### config.mk
export PLATFORM = sky130hd
export DESIGN_NAME = id_ex_hazard_ctrl
export DESIGN_NICKNAME = d
export VERILOG_FILES = /design/src/rtl/hazard_pkg.sv /design/src/rtl/hazard_fwd_mux.sv /design/src/rtl/id_ex_hazard_ctrl.sv
export SDC_FILE = /design/constraint.sdc
export NUM_CORES = 1
export LEC_CHECK = 0
export CORE_MARGIN = 4
export CORE_UTILIZATION = 39
export DETAILED_ROUTE_END_ITERATION = 8
export GPL_ROUTABILITY_DRIVEN = 0
export PLACE_DENSITY = 0.79
export REMOVE_ABC_BUFFERS = 1
export SLEW_MARGIN = 0
export SYNTH_ARGS = -nofsm -noshare
export SYNTH_HDL_FRONTEND = slang
export SYNTH_SLANG_ARGS = --single-unit
### constraint.sdc
create_clock -name clk -period 1.8 [get_ports clk]
set_input_delay 0.45 -clock clk [delete_from_list [all_inputs] [get_ports clk]]
set_output_delay 0.45 -clock clk [all_outputs]
set_load 0.02 [all_outputs]
### src/rtl/hazard_pkg.sv
// Shared types for the ID/EX hazard controller: forwarding selects, FSM states
// and the shadow-pipeline stage record.
package hazard_pkg;

   // Shadow rd is stored at this fixed width; REG_ADDR_W must not exceed it.
   localparam int RD_MAX_W = 8;

   typedef logic [RD_MAX_W-1:0] shadow_rd_t;

   typedef enum logic [1:0] {
      FWD_RF    = 2'b00,
      FWD_EXMEM = 2'b01,
      FWD_MEMWB = 2'b10
   } fwd_sel_t;

   typedef enum logic {
      RUN   = 1'b0,
      FLUSH = 1'b1
   } hz_state_t;

   typedef struct packed {
      logic       valid;
      shadow_rd_t rd;
      logic       wen;
      logic       mem_read;
   } shadow_stage_t;

   function automatic logic rd_hit(input shadow_stage_t s, input shadow_rd_t r);
      return s.valid && s.wen && (s.rd == r);
   endfunction

endpackage

### src/rtl/hazard_fwd_mux.sv
// Forwarding select for one ALU source operand: the nearest producing stage wins,
// and a load still in EX/MEM cannot forward.
module hazard_fwd_mux
   import hazard_pkg::*;
#(
   parameter int REG_ADDR_W = 3
) (
   input  logic [REG_ADDR_W-1:0] src,
   input  shadow_stage_t         ex_mem,
   input  shadow_stage_t         mem_wb,
   output logic [1:0]            sel
);

   shadow_rd_t src_ext;
   fwd_sel_t   sel_e;
   logic       unused_mem_read;

   assign src_ext         = shadow_rd_t'(src);
   assign unused_mem_read = mem_wb.mem_read;

   always_comb begin
      sel_e = FWD_RF;
      if (rd_hit(ex_mem, src_ext) && !ex_mem.mem_read)
         sel_e = FWD_EXMEM;
      else if (rd_hit(mem_wb, src_ext))
         sel_e = FWD_MEMWB;
   end

   assign sel = sel_e;

endmodule

### src/rtl/id_ex_hazard_ctrl.sv
// ID/EX hazard controller: load-use stall, branch flush and operand forwarding.
// Define HAZARD_STATS_EN to build the saturating stall/flush statistics counters.
module id_ex_hazard_ctrl
   import hazard_pkg::*;
#(
   parameter int REG_ADDR_W   = 3,
   parameter int FLUSH_CYCLES = 2,
   parameter int STAT_W       = 16
) (
   input  logic                  clk,
   input  logic                  rst,
   input  logic                  id_valid,
   input  logic [REG_ADDR_W-1:0] id_rs1,
   input  logic [REG_ADDR_W-1:0] id_rs2,
   input  logic                  id_uses_rs1,
   input  logic                  id_uses_rs2,
   input  logic [REG_ADDR_W-1:0] id_rd,
   input  logic                  id_rf_write_en,
   input  logic                  id_mem_read,
   input  logic                  ex_branch_taken,
   input  logic                  mem_stall,
   output logic                  stall_pc,
   output logic                  stall_if_id,
   output logic                  bubble_id_ex,
   output logic                  flush_if_id,
   output logic [1:0]            fwd_sel_a,
   output logic [1:0]            fwd_sel_b,
   output logic [STAT_W-1:0]     load_stall_cnt,
   output logic [STAT_W-1:0]     flush_cnt
);

   localparam logic [2:0] FLUSH_RELOAD = 3'(FLUSH_CYCLES - 1);

   shadow_stage_t ex_s, mem_s, wb_s, ex_next;
   hz_state_t     state;
   logic [2:0]    flush_ctr;
   logic          hit_rs1, hit_rs2, load_hazard;
   logic [1:0]    sel_a, sel_b;
   logic          unused_wb;

   assign hit_rs1 = id_valid && id_uses_rs1 && ex_s.valid && ex_s.wen && ex_s.mem_read
                    && (shadow_rd_t'(id_rs1) == ex_s.rd);
   assign hit_rs2 = id_valid && id_uses_rs2 && ex_s.valid && ex_s.wen && ex_s.mem_read
                    && (shadow_rd_t'(id_rs2) == ex_s.rd);
   assign load_hazard = hit_rs1 || hit_rs2;

   // Reset masks every control; mem_stall freezes everything ahead of branch or load handling.
   always_comb begin
      stall_pc     = 1'b0;
      stall_if_id  = 1'b0;
      bubble_id_ex = 1'b0;
      flush_if_id  = 1'b0;
      if (!rst) begin
         if (mem_stall) begin
            stall_pc    = 1'b1;
            stall_if_id = 1'b1;
         end else if (state == FLUSH || ex_branch_taken) begin
            flush_if_id  = 1'b1;
            bubble_id_ex = 1'b1;
         end else if (load_hazard) begin
            stall_pc     = 1'b1;
            stall_if_id  = 1'b1;
            bubble_id_ex = 1'b1;
         end
      end
   end

   always_comb begin
      ex_next = '0;
      if (!bubble_id_ex)
         ex_next = '{valid: id_valid, rd: shadow_rd_t'(id_rd),
                     wen: id_rf_write_en, mem_read: id_mem_read};
   end

   // WB entry retires here; the register file write-through covers it, so it never forwards.
   assign unused_wb = ^wb_s;

   always_ff @(posedge clk) begin
      if (rst) begin
         ex_s      <= '0;
         mem_s     <= '0;
         wb_s      <= '0;
         state     <= RUN;
         flush_ctr <= '0;
      end else if (!mem_stall) begin
         ex_s  <= ex_next;
         mem_s <= ex_s;
         wb_s  <= mem_s;
         if (ex_branch_taken) begin
            flush_ctr <= FLUSH_RELOAD;
            state     <= (FLUSH_RELOAD != 3'd0) ? FLUSH : RUN;
         end else if (state == FLUSH) begin
            flush_ctr <= flush_ctr - 3'd1;
            if (flush_ctr == 3'd1)
               state <= RUN;
         end
      end
   end

   hazard_fwd_mux #(.REG_ADDR_W(REG_ADDR_W)) u_fwd_a (
      .src    (id_rs1),
      .ex_mem (ex_s),
      .mem_wb (mem_s),
      .sel    (sel_a)
   );

   hazard_fwd_mux #(.REG_ADDR_W(REG_ADDR_W)) u_fwd_b (
      .src    (id_rs2),
      .ex_mem (ex_s),
      .mem_wb (mem_s),
      .sel    (sel_b)
   );

   assign fwd_sel_a = rst ? 2'b00 : sel_a;
   assign fwd_sel_b = rst ? 2'b00 : sel_b;

`ifdef HAZARD_STATS_EN
   logic              load_stall, branch_act;
   logic [STAT_W-1:0] lsc, fc;

   assign branch_act = !rst && !mem_stall && ex_branch_taken;
   assign load_stall = !rst && !mem_stall && (state == RUN) && !ex_branch_taken && load_hazard;

   always_ff @(posedge clk) begin
      if (rst) begin
         lsc <= '0;
         fc  <= '0;
      end else begin
         if (load_stall && (lsc != '1))
            lsc <= lsc + STAT_W'(1);
         if (branch_act && (fc != '1))
            fc <= fc + STAT_W'(1);
      end
   end

   assign load_stall_cnt = lsc;
   assign flush_cnt      = fc;
`else
   assign load_stall_cnt = '0;
   assign flush_cnt      = '0;
`endif

endmodule

Word-level counts from Yosys, hierarchy flattened
Index checks and enable logic that the tools add are counted.
{"block": "totals", "register_bits": 25, "latchBits": 0, "mem_bits_rw": 0, "rom_bits": 0, "input_bits": 18, "output_inout_bits": 40, "elab_cells": 63, "memories": 0}
{"block": "classes", "add_sub_neg": 1, "multipliers": 0, "div_mod_pow": 0, "order_cmp": 0, "n_eq_ne": 7, "n_shift": 0, "muxes": 22, "n_bitwise": 1, "reduce_logical": 23}
{"cell": "== test 8 x 3 -> 1 bit", "count": 4}
{"cell": "logical AND 1 bit", "count": 18}
{"cell": "== test 3 x 8 -> 1 bit", "count": 2}
{"cell": "two-way mux 1 bit", "count": 13}
{"cell": "two-way mux 2 bit", "count": 6}
{"cell": "two-way mux 11 bit", "count": 1}
{"cell": "two-way mux 3 bit", "count": 2}
{"cell": "== test 3 x 1 -> 1 bit, second input constant", "count": 1}
{"cell": "subtractor 3 x 1 -> 3 bit, second input constant", "count": 1}
{"cell": "logical OR 1 bit", "count": 2}
{"cell": "AND reduction 2 bit", "count": 1}
{"cell": "nonzero test 2 bit", "count": 1}
{"cell": "zero test 1 bit", "count": 1}
{"cell": "NOT 1 bit", "count": 1}

Longest topological paths before layout
Gate-level depths: netlist of run 1.
{"block": "logic_depth", "ltp_word": 11, "depth_mapped": 5, "mapped_depth_nobuf": 5}

Modules after synthesis
Synthesis of run 1 repeated with hierarchy kept, for this count alone.
{"block": "unflattened", "cells_unflattened": 159, "hier_area_um2": 1272.5}
{"mod": "id_ex_hazard_ctrl", "instances": 1, "cells_each": 127, "area_per_inst_um2": 1042.2, "seq_area_each_um2": 320.3}
{"mod": "hazard_fwd_mux", "instances": 2, "cells_each": 16, "area_per_inst_um2": 115.1, "seq_area_each_um2": 0.0}

Worst setup path after synthesis of run 1
No wires, ideal clock.
{"block": "synth_timing", "path_kind": "input to output", "startpoint": "in id_rs2[2]", "endpoint": "out stall_pc", "arrival_time_ps": 1474, "required_ps": 1350, "path_slack_ps": -124, "cell_stages": 5, "path_buffers": 1, "path_cell_list": "xnor2_1 > nand4_1 > a21oi_4 > a22o_1 > buf_4"}
{"block": "synth_via", "elab_chain_len": 7}
{"item": "start, declared", "line": "id_ex_hazard_ctrl.sv:14", "text": "input logic [REG_ADDR_W-1:0] id_rs2,"}
{"item": "== test 3 x 8 -> 1 bit", "line": "id_ex_hazard_ctrl.sv:44", "text": "&& (shadow_rd_t'(id_rs2) == ex_s.rd);"}
{"item": "logical AND 1 bit", "line": "id_ex_hazard_ctrl.sv:44"}
{"item": "logical OR 1 bit", "line": "id_ex_hazard_ctrl.sv:45", "text": "assign load_hazard = hit_rs1 || hit_rs2;"}
{"item": "two-way mux 1 bit (4 in a row)"}
{"item": "end, declared", "line": "id_ex_hazard_ctrl.sv:22", "text": "output logic stall_pc,"}
Every way passes these cells.

Worst setup path after layout of run 1
{"block": "layout_timing", "startpoint": "reg ex_s[4] (netlist bit)", "endpoint": "out stall_if_id"}
{"block": "layout_via", "elab_chain_len": 7, "word_cells_on_any_way": 9, "classes_between": "eq/ne: 2; mux: 4; reduce/logical: 3"}
{"item": "start, declared", "line": "id_ex_hazard_ctrl.sv:34", "text": "shadow_stage_t ex_s, mem_s, wb_s, ex_next;"}
{"item": "start signal, assigned", "line": "id_ex_hazard_ctrl.sv:86", "text": "ex_s <= ex_next;"}
{"item": "== test 3 x 8 -> 1 bit (on tied branches)", "line": "id_ex_hazard_ctrl.sv:42, id_ex_hazard_ctrl.sv:44"}
{"item": "logical AND 1 bit (on tied branches)", "line": "id_ex_hazard_ctrl.sv:42, id_ex_hazard_ctrl.sv:44"}
{"item": "logical OR 1 bit (*)", "line": "id_ex_hazard_ctrl.sv:45"}
{"item": "two-way mux 1 bit (*)", "line": "id_ex_hazard_ctrl.sv:60", "text": "end else if (load_hazard) begin"}
{"item": "two-way mux 1 bit (*)", "line": "id_ex_hazard_ctrl.sv:57", "text": "end else if (state == FLUSH || ex_branch_taken) begin"}
{"item": "two-way mux 1 bit (*)", "line": "id_ex_hazard_ctrl.sv:54", "text": "if (mem_stall) begin"}
{"item": "two-way mux 1 bit (*)", "line": "id_ex_hazard_ctrl.sv:53", "text": "if (!rst) begin"}
{"item": "end, declared", "line": "id_ex_hazard_ctrl.sv:23", "text": "output logic stall_if_id,"}
Every way passes the cells marked *; elsewhere a longest branch is shown, timed or not.

==> run_results.csv, run 1 <==
group,metric,value,unit
timing,fin_hold_ws,0.488,ns
synth,synth_area,1110,um^2
critical_path,crit_buf_inv,1,
critical_path,slowest_delay,0.39,ns
power_and_ir_drop,power.leakage,0.636,nW
timing,setup_ws,-0.178,ns
cts,clk_pin_slew,0.09,ns
run_status,status,"finished with violations",
routing,drc,0,
global_route,grt-ovfl-total,0,
critical_path,startpoint_type,"register",
synth,synthAdderAreaFrac,0.0225,
routing,viasPerCell,4.68,
die,fp.dieW,61.4,um
routing,ant_nets,0,
placed_design,dp.cells,203,
synth,synth.area.mux_share,0.0449,
timing,setup_viol,5,
die,ioPinCount,58,
power_and_ir_drop,power.switching,0.262,mW
critical_path,crit_family,"compound AO/OA/AOI/OAI gates",
cts,clk_path_buf_depth,2,
worst_hold_path,hold_class,"reg2reg",
synth,synth_xor_xnor_area_share,0.0944,
power_and_ir_drop,power_frac_clock,0.246,
placed_design,dp_slack,-0.938,ns
global_route,grt.total_usage,0.137,
timing,rsz0062_at_grt,"true",
global_route,grt_max_degree,21,
timing,fin_skew,0.00317,ns
cts,numCtsBuffers,3,
global_route,antenna_found_initial,0,
power_and_ir_drop,netSwitchingFraction,0.332,
critical_path,cp_cell_sequence,"xnor2_2 > nand4_1 > a21oi_4 > a22o_1 > buf_6",
cts,ctsHoldBuffers,0,
cts,cts_max_level,1,
run_status,violations,"negative setup slack",
cells_and_area,fillers,273,
global_route,grt_pass1_wl,3840,um
cells_and_area,final_nets,198,
routing,drtIter0Drc,20,
synth,synth_compound_gate_area_share,0.0978,
synth,synthArstFlopShare,0,
critical_path,arrival,1.53,ns
cts,root_buffer,"clkbuf_4",
critical_path,critPathSlowestCell,"dfxtp_2",
timing,fin_setup_tns,-0.762,ns
power_and_ir_drop,internal_power,0.527,mW
cts,cts_tree,"done",
routing,routedWlPerCell,12.2,um
timing,maxSlewViolCount,0,
die,initial_core_util,0.407,
cts,clk_latency,0.28,ns
cells_and_area,fin_cells,208,
power_and_ir_drop,pwr-share-seq,0.448,
critical_path,crit_start,"ex_s[4]",
critical_path,critPathMaxFanout,3,
routing,wirelength,2530,um
global_route,grt_pass1_vias,900,
timing,hold_viol_final,0,
placed_design,port_buffers,25,
worst_hold_path,min_from,"flush_ctr[1]",
critical_path,rr_startpoint,"ex_s[4]",
synth,yosys_warnings,0,
die,die-area,3770,um^2
cts,cts_sinks,15,
timing,post-route-min-period,1.98,ns
routing,via_count,974,
cells_and_area,syn_to_final_growth,29.2,%
timing,fmax,505,MHz
routing,drtPass1Iterations,4,
flow_run,maxCapViolCount,0,
synth,synth-edff-count,0,
synth,ys_ff_latch,15,
timing,finalCritPeriodShare,1.10,
power_and_ir_drop,peakVddDrop,0.000312,V
synth,syn_avg_cell_area,8.07,um^2
synth,synth-seq-area-share,0.270,
placed_design,post-dp-hpwl,1880,um
synth,synth.distinct_cells,27,
die,core_area,2730,um^2
power_and_ir_drop,pwr-share-comb,0.306,
critical_path,critical_path_required,1.35,ns
die,row_count,19,
cells_and_area,drive_above_1_share,0.266,
synth,synthCells,138,
synth,synth_top_family_by_area,"buffers and inverters",
cells_and_area,fin_area,1440,um^2
synth,synth-main-ff-cell,"dfxtp_1",
cells_and_area,antenna_cells,0,
cells_and_area,utilization,0.526,
synth,yosys.area_share.simple,0.216,
power_and_ir_drop,p_per_area,548,nW/um^2
power_and_ir_drop,total_power,0.789,mW
critical_path,crit_type,"reg2out",
placed_design,place_area,1370,um^2
die,die_y,61.4,um
critical_path,worstSetupEndpointType,"output pin",
cell usage after synthesis, types with 2 or more instances:
library cell / number / area (um^2)
nand3_1: 3 / 15.0
dfxtp_1: 15 / 300
o22ai_1: 6 / 37.5
a21oi_1: 4 / 20.0
nor4_1: 2 / 12.5
mux2i_1: 5 / 50.1
nor3_1: 3 / 15.0
nand4_1: 3 / 18.8
buf_2: 2 / 10.0
buf_4: 33 / 248
ha_1: 2 / 25.0
nand3b_1: 2 / 15.0
inv_1: 3 / 11.3
nand4b_1: 7 / 61.3
xnor2_1: 10 / 87.6
nor2_1: 15 / 56.3
nand2_1: 9 / 33.8
o21ai_0: 2 / 10.0
xor2_1: 2 / 17.5
clkbuf_1: 3 / 11.3
path summary, 6_finish.rpt:
path | endpoint | slack, ns | depth (start not counted)
setup / recovery | stall_if_id | -0.18 | 5
hold / removal | flush_ctr[1] | 0.49 | 2
setup reg to reg | ex_s[1] | 0.55 | 5
hold reg to reg | flush_ctr[1] | 0.49 | 2
cell families after synthesis:
| family | count (synthesis) |
|---|---|
| buf+inv | 41 |
| xor+xnor | 12 |
| simple gates | 46 |
| mux | 5 |
| compound gates | 16 |
| fa+ha+maj | 2 |
| flops | 15 |
| other cells | 1 |
timing repair:
item / CTS / global route
buffers inserted: 1 / 0
pin swaps: 16 / 5
cloned: 0 / 0
setup endpoints to repair: 8 / 8
gates resized for setup: 85 / 4
layout by cell type (no fill, tap or decap), types with 5 or more instances in the layout:
master,count
conb_1,32
buf_4,18
dlygate4sd2_1,5
nand4b_1,7
dfxtp_1,12
mux2i_1,5
clkdlybuf4s50_1,6
buf_2,8
nor2_1,15
xnor2_2,5
o22ai_1,6
nand2_1,9
power groups by stage:
stage,clock (mW),combinational (mW),sequential [mW]
3_3_place_gp,0,0.226,0.360
4_1_cts,0.202,0.234,0.353
6_report,0.194,0.241,0.353
3_5_place_dp,0,0.229,0.361
5_1_grt,0.218,0.264,0.356
2_1_floorplan,0,0.126,0.361
worst reg2reg max path: stages (launching register included):
cell and delay, ns:
dfxtp_2 0.39, xnor2_2 0.13, nand4_1 0.19, a21oi_4 0.20, buf_4 0.17, o22ai_1 0.07
layout make-up:
cell class / instances / area (um^2) / area share
clock buffers: 4 / 26.3 / 0.0183
inverters: 3 / 11.3 / 0.00783
multi-input cells: 113 / 718 / 0.499
flip-flops and latches: 15 / 309 / 0.215
well taps: 31 / 38.8 / 0.0270
repair buffers: 42 / 335 / 0.233
metal layers:
layer	up-vias	GRT usage	wire length [um]
li1	485	-	-
met1	449	0.164	997
met2	38	0.249	1320
met3	2	0.0210	202
met4	0	0.0455	12
met5	-	0	0
sequential cells by signal (all words and copies together) (netlist names):
| signal | cells |
|---|---|
| state | 1 |
| ex_s | 6 |
| mem_s | 5 |
| flush_ctr | 3 |
No activity file was read; power rests on OpenSTA's default activity.
==> run 2: changes to the inputs <==
--- a/config.mk
+++ b/config.mk
@@ -5,6 +5,7 @@
 export SDC_FILE = /design/constraint.sdc
 export NUM_CORES = 1
 export LEC_CHECK = 0
+export ABC_AREA = 0
 export CORE_MARGIN = 4
 export CORE_UTILIZATION = 39
 export DETAILED_ROUTE_END_ITERATION = 8
@@ -15,3 +16,4 @@
 export SYNTH_ARGS = -nofsm -noshare
 export SYNTH_HDL_FRONTEND = slang
 export SYNTH_SLANG_ARGS = --single-unit
+export TNS_END_PERCENT = 30
==> run 2 against run 1 <==
The run still ends with negative setup slack left. Power down 0.12%. Largest cell class unchanged. Largest power group unchanged. Global-route usage about the same. Design area down 0.52%. Sequential share of layout area down 0.062 points. Highest routed layer unchanged. Hold slack better by 0.00090 ns.
==> run_results.csv, run 2 (same netlist as run 1, synthesis figures left out) <==
group,metric,value,unit
run_status,status,"finished with violations",
run_status,violations,"negative setup slack",
cts,cts_tree,"done",
global_route,grt-ovfl-total,0,
timing,fin_skew,0.00322,ns
die,ioPinCount,58,
cells_and_area,final_nets,198,
placed_design,dp_slack,-0.938,ns
critical_path,rr_startpoint,"ex_s[2]",
routing,routedWlPerCell,12.2,um
die,die-area,3770,um^2
cells_and_area,antenna_cells,0,
cells_and_area,syn_to_final_growth,28.5,%
critical_path,critical_path_required,1.35,ns
routing,drtPass1Iterations,4,
timing,rsz0062_at_grt,"true",
routing,drtIter0Drc,13,
power_and_ir_drop,peakVddDrop,0.000306,V
cells_and_area,fin_cells,208,
timing,post-route-min-period,2.02,ns
power_and_ir_drop,total_power,0.788,mW
cells_and_area,fin_area,1430,um^2
timing,finalCritPeriodShare,1.12,
global_route,grt_max_degree,21,
timing,setup_ws,-0.217,ns
critical_path,r2r_cells,5,
global_route,grt_pass1_wl,3820,um
routing,wirelength,2550,um
power_and_ir_drop,power.leakage,0.636,nW
worst_hold_path,hold_class,"reg2reg",
cells_and_area,fillers,274,
cells_and_area,largestRegisters,"ex_s x6, mem_s x5, flush_ctr x3",
die,row_count,19,
power_and_ir_drop,p_per_area,550,nW/um^2
die,fp.dieW,61.4,um
critical_path,cp_cell_sequence,"clkdlybuf4s15_2 > xnor2_2 > nand4_1 > a21oi_4 > a22o_1 > buf_6",
critical_path,crit_path_end,"stall_if_id",
routing,drc,0,
critical_path,critPathSlowestCell,"clkdlybuf4s15_2",
die,core_area,2730,um^2
die,initial_core_util,0.407,
cells_and_area,largest_register_ff_count,6,
routing,viasPerCell,4.66,
cells_and_area,utilization,0.524,
cts,ctsHoldBuffers,0,
critical_path,critPathMaxFanout,3,
global_route,antenna_found_initial,0,
cts,clk_pin_slew,0.09,ns
critical_path,arrival,1.57,ns
cells_and_area,mostFrequentLayoutCells,"conb_1 (32), buf_4 (18), nor2_1 (15), dfxtp_1 (12), nand2_1 (9)",
routing,ant_nets,0,
cts,numCtsBuffers,3,
critical_path,reg2reg_slack,0.52,ns
cts,root_buffer,"clkbuf_4",
cells_and_area,drive_above_1_share,0.266,
critical_path,crit_start,"id_rs2[0]",
timing,setup_viol,6,
placed_design,post-dp-hpwl,1880,um
cts,clk_path_buf_depth,2,
critical_path,startpoint_type,"input port",
cts,cts_sinks,15,
placed_design,place_area,1370,um^2
flow_run,maxCapViolCount,0,
cells_and_area,layout_commonest_cell,"conb_1",
timing,fmax,496,MHz
timing,maxSlewViolCount,0,
global_route,grt.total_usage,0.137,
critical_path,slowest_delay,0.22,ns
critical_path,worstSetupEndpointType,"output pin",
critical_path,crit_type,"in2out",
die,die_y,61.4,um
cts,clk_latency,0.28,ns
cells_and_area,regMostFlops,"ex_s",
global_route,grt_pass1_vias,894,
cts,cts_max_level,1,
placed_design,dp.cells,203,
placed_design,port_buffers,25,
critical_path,rr_endpoint,"ex_s[1]",
routing,via_count,970,
timing,hold_viol_final,0,
## run 2: how the worst min path moves through the flow
| stage | start | endpoint | slack (ns) | cells after the start |
|---|---|---|---|---|
| after floorplan | flush_ctr[1] | flush_ctr[1] | 0.44 | 2 |
| after CTS | flush_ctr[1] | flush_ctr[1] | 0.48 | 2 |
| after detailed placement | flush_ctr[1] | flush_ctr[1] | 0.47 | 2 |
| after global placement | flush_ctr[1] | flush_ctr[1] | 0.46 | 2 |
| final | flush_ctr[1] | flush_ctr[1] | 0.49 | 2 |
| after global routing | flush_ctr[1] | flush_ctr[1] | 0.52 | 2 |
## run 2: through the flow
step / hold WS, ns / TNS (ns)
after global placement: 0.459 / -6.64
after global routing: 0.516 / -1.64
after detailed placement: 0.468 / -6.82
after floorplan: 0.444 / -0.278
final: 0.489 / -0.944
after CTS: 0.482 / -0.763
## run 2: power breakdown
part | switching, mW | total [mW] | internal [mW]
Sequential | 0.0111 | 0.354 | 0.343
Combinational | 0.141 | 0.239 | 0.0979
Clock | 0.108 | 0.194 | 0.0860
Total | 0.261 | 0.788 | 0.527
## run 2: repair_timing
action / 4_1_cts / 5_1_grt
setup buffers: 1 / 0
setup endpoints to repair: 8 / 8
resized for setup: 81 / 2
pin swaps: 13 / 5
cloned: 0 / 0
## run 2: area by class of cell
class / count / area (um^2) / share of cell area
multi-input combinational: 113 / 707 / 0.494
timing repair buffer: 42 / 342 / 0.239
sequential: 15 / 307 / 0.214
tap: 31 / 38.8 / 0.0271
clock buffer: 4 / 26.3 / 0.0184
inverter: 3 / 11.3 / 0.00787
## run 2: critical path: cells and delay by family
kind	cells	cell delay [ns]
buf+inv	2	0.35
simple gates	1	0.17
compound gates	2	0.41
xor+xnor	1	0.17
## run 2: metal layers
layer | up-vias | part of all wire | GRT usage
li1 | 484 | - | -
met2 | 32 | 0.52 | 0.249
met4 | 0 | 0.0047 | 0.0455
met1 | 452 | 0.41 | 0.163
met3 | 2 | 0.070 | 0.0210
met5 | - | 0 | 0
==> run 3: changes to the inputs <==
==> constraint.sdc (replaced) <==
create_clock -name clk -period 1.8 [get_ports clk]
set_input_delay 0.45 -clock clk [delete_from_list [all_inputs] [get_ports clk]]
set_output_delay 0.45 -clock clk [all_outputs]
set_load 0.01 [all_outputs]
==> run 3 against run 2 <==
The run still ends with negative setup slack left. Routed wire length fell by 2.7%. Combinational power fell by 16%. Clock power rose by 3%. Sequential power barely moved. Sequential cell count did not move. Design area rose by 0.61%. Sequential share of layout area fell by 0.13 points. Cell count rose by 0.48%. Setup slack got worse by 0.062 ns.
==> run_results.csv, run 3 (same netlist as run 1, synthesis figures left out) <==
group,metric,value,unit
die,die-area,3770,um^2
cts,numCtsBuffers,3,
cts,cts_sinks,15,
routing,viasPerCell,4.56,
power_and_ir_drop,total_power,0.756,mW
cells_and_area,seq_area,307,um^2
die,die_y,61.4,um
power_and_ir_drop,peakVddDrop,0.000589,V
global_route,grt.total_usage,0.134,
timing,finalCritPeriodShare,1.15,
timing,fin_setup_tns,-0.918,ns
cts,clk_latency,0.29,ns
cells_and_area,multiInputGateArea,727,um^2
critical_path,critPathMaxFanout,2,
cells_and_area,regMostFlops,"ex_s",
critical_path,crit_start,"id_rs2[1]",
power_and_ir_drop,power.leakage,0.638,nW
cells_and_area,utilization,0.527,
routing,drc,0,
critical_path,critPathSlowestCell,"clkdlybuf4s15_2",
routing,ant_nets,0,
cts,ctsHoldBuffers,0,
critical_path,rr_endpoint,"ex_s[1]",
placed_design,dp_slack,-0.873,ns
placed_design,port_buffers,25,
routing,drtIter0Drc,27,
critical_path,critical_path_required,1.35,ns
timing,maxSlewViolCount,0,
timing,fin_hold_ws,0.493,ns
cts,cts_max_level,1,
timing,rsz0062_at_grt,"true",
run_status,status,"finished with violations",
worst_hold_path,hold_class,"reg2reg",
die,core_area,2730,um^2
cells_and_area,mostFrequentLayoutCells,"conb_1 (32), buf_4 (16), nor2_1 (15), dfxtp_1 (12), buf_2 (12)",
flow_run,maxCapViolCount,0,
routing,drtPass1Iterations,4,
cells_and_area,largestRegisters,"ex_s x6, mem_s x5, flush_ctr x3",
critical_path,arrival,1.63,ns
global_route,grt_max_degree,21,
cts,clk_pin_slew,0.09,ns
routing,routedWlPerCell,11.9,um
cells_and_area,antenna_cells,0,
worst_hold_path,min_from,"flush_ctr[1]",
global_route,grt_pass1_vias,897,
timing,hold_viol_final,0,
global_route,antenna_found_initial,0,
routing,via_count,952,
cts,root_buffer,"clkbuf_4",
cells_and_area,fin_cells,209,
critical_path,worstSetupEndpointType,"output pin",
critical_path,cp_cell_sequence,"clkdlybuf4s15_2 > xnor2_2 > nand4_1 > a21oi_4 > buf_6 > a22o_1 > buf_2",
placed_design,post-dp-hpwl,1860,um
power_and_ir_drop,p_per_area,525,nW/um^2
critical_path,slowest_delay,0.22,ns
cells_and_area,final_nets,199,
timing,fmax,481,MHz
die,initial_core_util,0.407,
worst_hold_path,holdPathStages,2,
global_route,grt_pass1_wl,3770,um
timing,setup_ws,-0.279,ns
worst_hold_path,min_to,"flush_ctr[1]",
cells_and_area,layout_commonest_cell,"conb_1",
routing,wirelength,2480,um
critical_path,reg2reg_slack,0.45,ns
critical_path,startpoint_type,"input port",
placed_design,place_area,1370,um^2
cells_and_area,fillers,272,
timing,fin_skew,0.00301,ns
critical_path,rr_startpoint,"ex_s[3]",
critical_path,r2r_cells,6,
critical_path,crit_type,"in2out",
timing,setup_viol,6,
run_status,violations,"negative setup slack",
timing,post-route-min-period,2.08,ns
cells_and_area,fin_area,1440,um^2
cts,cts_tree,"done",
die,fp.dieW,61.4,um
global_route,grt-ovfl-total,0,
cells_and_area,drive_above_1_share,0.281,
die,ioPinCount,58,
die,row_count,19,
cts,clk_path_buf_depth,2,
cells_and_area,syn_to_final_growth,29.3,%
cells_and_area,largest_register_ff_count,6,
placed_design,dp.cells,203,
run 3: worst max path at each step:
stage                     slack [ns]           to  depth (start not counted)
after floorplan                 0.08  stall_if_id                          4
after global placement         -0.86     stall_pc                          6
after detailed placement       -0.87  stall_if_id                          6
after CTS                      -0.24  stall_if_id                          6
after global routing           -0.34     stall_pc                          7
final                          -0.28     stall_pc                          7
run 3: repair_timing:
action                                  CTS  global route
resized for setup                        74             3
setup buffers                             2             0
endpoints found under the setup margin    8             8
pin swaps                                14             4
run 3: per-layer routing:
metal	vias up	global-route usage	routed length, um
met4	0	0.0182	13
met3	2	0.0440	193
met1	431	0.177	1040
met2	32	0.221	1230
li1	487	-	-
met5	-	0	0
run 3: area by class of cell:
type,instances,area share
multi-input combinational,113,0.505
timing repair buffer,43,0.229
sequential,15,0.213
tap,31,0.0269
clock buffer,4,0.0182
inverter,3,0.00782
run 3: critical path: cells and delay by family:
family          cells  cell delay, ns
xor+xnor            1            0.18
buf+inv             3            0.47
compound gates      2            0.34
simple gates        1            0.18
run 3: power by group:
group / total, mW / switching (mW) / internal [mW]
Combinational: 0.201 / 0.108 / 0.0934
Clock: 0.200 / 0.114 / 0.0861
Sequential: 0.355 / 0.0120 / 0.343
